<file path="config.mk">
export PLATFORM = sky130hd
export DESIGN_NAME = rv151_csr
export DESIGN_NICKNAME = d
export VERILOG_FILES = /design/src/rtl/rv151_csr.sv
export SDC_FILE = /design/constraint.sdc
export NUM_CORES = 1
export LEC_CHECK = 0
export BUFFER_PORTS_ARGS = -buffer_cell sky130_fd_sc_hd__buf_2
export CORE_AREA = 2 2 134 136
export CTS_BUF_LIST = sky130_fd_sc_hd__clkbuf_16
export DETAILED_ROUTE_END_ITERATION = 6
export DIE_AREA = 0 0 136 138
export GPL_ROUTABILITY_DRIVEN = 1
export GPL_TIMING_DRIVEN = 0
export PLACE_DENSITY = 0.89
export RECOVER_POWER = 100
export SLEW_MARGIN = 40
export SYNTH_ARGS = -nofsm -noshare
export SYNTH_HDL_FRONTEND = slang
export SYNTH_SLANG_ARGS = --single-unit
</file>
<file path="constraint.sdc">
create_clock -name clk -period 2.4 [get_ports clk]
set_input_delay 0.12 -clock clk [delete_from_list [all_inputs] [get_ports clk]]
set_output_delay 0.12 -clock clk [all_outputs]
set_load 0.005 [all_outputs]
</file>
<file path="src/rtl/rv151_csr.sv">
// rv151 CSR file: 64-bit cycle/instret counters, mscratch, mhartid and a tohost mailbox.
// Define RV151_CSR_CNTWR_EN to map the writable machine counters at B00/B80/B02/B82.
module rv151_csr #(
  parameter logic [31:0] HART_ID    = 32'h0,
  parameter logic [11:0] TOHOST_ADR = 12'h51E,
  parameter logic [31:0] TOHOST_RST = 32'h0
) (
  input  logic        clk,
  input  logic        rstn,
  input  logic        cs_en,
  input  logic [11:0] cs_ad,
  input  logic        cs_we,
  input  logic [31:0] cs_wd,
  output logic [31:0] cs_rd,
  input  logic        ds_irc,
  input  logic        ds_hlt,
  input  logic        sc_rsr,
  output logic [31:0] th_dat,
  output logic        th_vld
);

  logic [63:0] cycle_r;
  logic [63:0] instret_r;
  logic [31:0] mscratch_r;
  logic [31:0] tohost_r;
  logic        th_vld_r;

  logic        wr_s;
  logic        th_wr_s;
  logic        ms_wr_s;
  logic [63:0] cyc_inc_s;
  logic [63:0] ins_inc_s;
  logic [63:0] cyc_nxt_s;
  logic [63:0] ins_nxt_s;
  logic [31:0] rd_s;

  assign wr_s    = cs_en & cs_we;
  assign th_wr_s = wr_s & (cs_ad == TOHOST_ADR);
  assign ms_wr_s = wr_s & (cs_ad == 12'h340);

  // Counter next values: a written half takes cs_wd, the other half keeps the incremented value.
  always_comb begin
    cyc_inc_s = cycle_r + {63'd0, ~ds_hlt};
    ins_inc_s = instret_r + {63'd0, ds_irc};
    cyc_nxt_s = cyc_inc_s;
    ins_nxt_s = ins_inc_s;
`ifdef RV151_CSR_CNTWR_EN
    if (wr_s) begin
      case (cs_ad)
        12'hB00: cyc_nxt_s[31:0]  = cs_wd;
        12'hB80: cyc_nxt_s[63:32] = cs_wd;
        12'hB02: ins_nxt_s[31:0]  = cs_wd;
        12'hB82: ins_nxt_s[63:32] = cs_wd;
        default: begin
          cyc_nxt_s = cyc_inc_s;
          ins_nxt_s = ins_inc_s;
        end
      endcase
    end else begin
      cyc_nxt_s = cyc_inc_s;
      ins_nxt_s = ins_inc_s;
    end
`endif
  end

  // Combinational read mux; counters return their pre-edge value.
  always_comb begin
    rd_s = 32'h0;
    if (!cs_en) begin
      rd_s = 32'h0;
    end else if (cs_ad == TOHOST_ADR) begin
      rd_s = tohost_r;
    end else begin
      case (cs_ad)
        12'hC00, 12'hC01: rd_s = cycle_r[31:0];
        12'hC80, 12'hC81: rd_s = cycle_r[63:32];
        12'hC02:          rd_s = instret_r[31:0];
        12'hC82:          rd_s = instret_r[63:32];
`ifdef RV151_CSR_CNTWR_EN
        12'hB00:          rd_s = cycle_r[31:0];
        12'hB80:          rd_s = cycle_r[63:32];
        12'hB02:          rd_s = instret_r[31:0];
        12'hB82:          rd_s = instret_r[63:32];
`endif
        12'h340:          rd_s = mscratch_r;
        12'hF14:          rd_s = HART_ID;
        default:          rd_s = 32'h0;
      endcase
    end
  end

  assign cs_rd = rd_s;

  // State registers; soft reset overrides every write and increment.
  always_ff @(posedge clk or negedge rstn) begin
    if (!rstn) begin
      cycle_r    <= 64'h0;
      instret_r  <= 64'h0;
      mscratch_r <= 32'h0;
      tohost_r   <= TOHOST_RST;
      th_vld_r   <= 1'b0;
    end else if (sc_rsr) begin
      cycle_r    <= 64'h0;
      instret_r  <= 64'h0;
      mscratch_r <= 32'h0;
      tohost_r   <= TOHOST_RST;
      th_vld_r   <= 1'b0;
    end else begin
      cycle_r   <= cyc_nxt_s;
      instret_r <= ins_nxt_s;
      th_vld_r  <= th_wr_s;
      if (ms_wr_s) begin
        mscratch_r <= cs_wd;
      end
      if (th_wr_s) begin
        tohost_r <= cs_wd;
      end
    end
  end

  assign th_dat = tohost_r;
  assign th_vld = th_vld_r;

endmodule

</file>
==> run metrics <==
Critical Path Fanout Max 10; Synth Flop Type dfrtp_1; register area 0.00483 mm²; final period demand of the worst path 2370 ps; CP Capture Type flip-flop; Slew headroom 0.0373; chip width 136 µm; Simple-Gate Fraction of Synth Area 0.207; VDD IR max 0.606 mV; Compound-Gate Fraction of Synth Area 0.212; CTS tree done; Synth Register Bits 193; I/O pin count 116; Port Buffers 114; Hold WC Path Type in -> reg; fin crit share 0.990; Leakage 5.23 nW; H-tree depth 4; worst-skew pair later-pin latency 440 ps; sw frac 0.233; Sink Count 193; starting density of the core 0.576; first-pass GRT wire length 51200 µm; largest net degree at the start of global routing 71; Design Area, Final 0.0122 mm²; Layout area overhead 20.8%; layout cells sized above 1 0.180; vias in the first global route 9657; synthesized instance count 1045; most common cell after layout, fill and taps aside dfrtp_1; DRC Markers 17; area used by multi-input combinational logic 0.00510 mm²; syn nets 1100; Hold Vio Cnt, Final 0; pre-CTS WS -907 ps; Core Util, Final 0.696; yosys warns 0; CTS clk-pin slew, worst paths 70 ps; Design Power 6.35 mW; antenna violations before repair 0; Internal 4.87 mW; WP data required 2690 ps; Placer Congestion 0.945; Final setup viols 0; Layout Nets 1284; Die Height 138 µm; asr flop ratio synth 1.00; final wirelength 33300 µm; register area share after synthesis 0.478; worst setup path class reg -> reg; CTS max path bufs 2; xor/xnor cell area share of the yosys netlist 0.0598; Clock power frac 0.435; violated checks design-rule violations; drt first pass iters 7; average size of a mapped cell 9.66 µm²; Max Freq 0.421 GHz; fillers 1186; CORE AREA 0.0175 mm²; Adder-Cell Fraction of Synth Area 0.00496; Final Slew Violations 0; Startpoint Class flip-flop; commonest cells after routing, fill and taps aside dfrtp_1, buf_2, a22o_1; Placed Area 0.0110 mm²; status finished, violations left; Sequential Power Share 0.515; Root Driver clkbuf_16; GRT overflow 0; Finished Layout Cells 1471; Pwr per Cell Area 520 mW/mm²; post-synthesis mux area share 0.00111; Logic pwr share 0.051; vias 10.3k; final worst setup slack 25.1 ps; Worst EP arrival 2670 ps; GRT Overall Usage 0.347; MaxCap Viol Count 0; DP Wirelength 21900 µm; row count 49; Detail Route Antenna Nets 0; Worst Skew 8.40 ps; ANT cells 0; post-DR wirelength/cell 22.7 µm; Mapped Area 0.0101 mm²; Die Footprint 0.0188 mm²; Yosys cell types 49; dpl cells 1390; number of DRC markers in iteration 0 1842; largest family of logic cells by synthesized area compound AO/OA/AOI/OAI gates; Sw Pwr 1.48 mW; EDFF count, synth 0; Least-Margin Pin Slew 1440 ps; via/cell ratio 7.03; Num CTS Buffers 17
## what timing repair did
| item | CTS | global route |
|---|---|---|
| hold buffers | 33 | 0 |
| gates resized for setup | 25 | 43 |
| endpoints found under the setup margin | 89 | 101 |
| hold endpoints to repair | 120 | 0 |
| pin swaps | 8 | 9 |
| setup buffers | 9 | 11 |
## worst paths after layout
path                                       end            from  slack (ps)  cells past startpoint
worst max-delay path             instret_r[43]   instret_r[11]          30                      7
worst min-delay path              instret_r[0]          ds_irc          30                      3
worst max register to register   instret_r[43]   instret_r[11]          30                      7
worst min register to register  mscratch_r[29]  mscratch_r[29]         510                      1
max in group asynchronous       mscratch_r[16]            rstn         500                      3
min in group asynchronous        instret_r[34]            rstn         560                      2
## critical path: stages, from the launching register on
cell and delay (ps):
dfrtp_1 470, nand4_1 280, nor2_4 290, nand4_1 280, clkbuf_2 280, clkbuf_2 240, o31ai_1 260, a21oi_1 120
## synth_stat cells (all sizes together), types with 3 or more instances
cell type | count | area, µm²
a21oi | 53 | 265
a222oi | 32 | 320
a22o | 96 | 842
a31oi | 33 | 206
and2 | 5 | 31.3
and3 | 18 | 114
and4 | 9 | 78.8
buf | 11 | 61.3
clkbuf | 64 | 240
dfrtp | 193 | 4830
ha | 4 | 50.1
inv | 17 | 63.8
nand2 | 79 | 297
nand3 | 45 | 225
nand4 | 49 | 340
nor2 | 87 | 327
nor2b | 7 | 43.8
nor3 | 11 | 60.1
nor3b | 3 | 27.5
nor4 | 10 | 96.4
o21ai | 58 | 290
o31ai | 27 | 203
or2 | 3 | 18.8
or3 | 25 | 164
or4 | 27 | 203
xnor2 | 18 | 158
xor2 | 51 | 447
## area by class of cell
cell class                 instances  share of cell area
tap                              229              0.0235
multi-input combinational        760               0.418
clock buffer                      17              0.0349
timing repair buffer             169              0.0863
sequential                       193               0.396
inverter                          17             0.00523
clock inverter                    15              0.0106
buffer                            71              0.0256
## metrics by stage
| stage | hold slack, ps | setup TNS (ps) |
|---|---|---|
| after detailed placement | 82.0 | -27800 |
| final | 26.1 | 0 |
| after floorplan | -176 | 0 |
| after global routing | 52.8 | -145 |
| after CTS | 26.9 | -11.9 |
| after global placement | 356 | -400040 |
## state kept, by name, summed over array words and instances, names as in the netlist
register	count
cycle_r	64
th_dat	32
th_vld	1
mscratch_r	32
instret_r	64
## kinds of logic after synthesis
kind of cell               Yosys count
DFF                                193
xor gates and xnor gates            69
muxes                                1
buffers and inverters               92
adders and majority gates            4
AOI/OAI and AO/OA                  301
and+or+nand+nor                    385
## power groups by stage
stage / registers [mW] / clock network [mW] / logic, mW
floorplan: 3.33 / 0 / 0.0983
global route: 3.26 / 2.85 / 0.348
CTS: 3.27 / 2.74 / 0.321
finish: 3.27 / 2.76 / 0.321
detailed placement: 3.33 / 0 / 0.277
global placement: 3.33 / 0 / 0.259
## per-layer routing
layer	track usage	wire length [µm]	part of all wire	up-vias
met1	0.451	11800	0.35	4940
met5	0	0	0	-
met4	0.212	2400	0.072	0
met3	0.0752	3860	0.12	186
li1	-	-	-	4350
met2	0.530	15200	0.46	862
(Power assumes the default switching activity.)
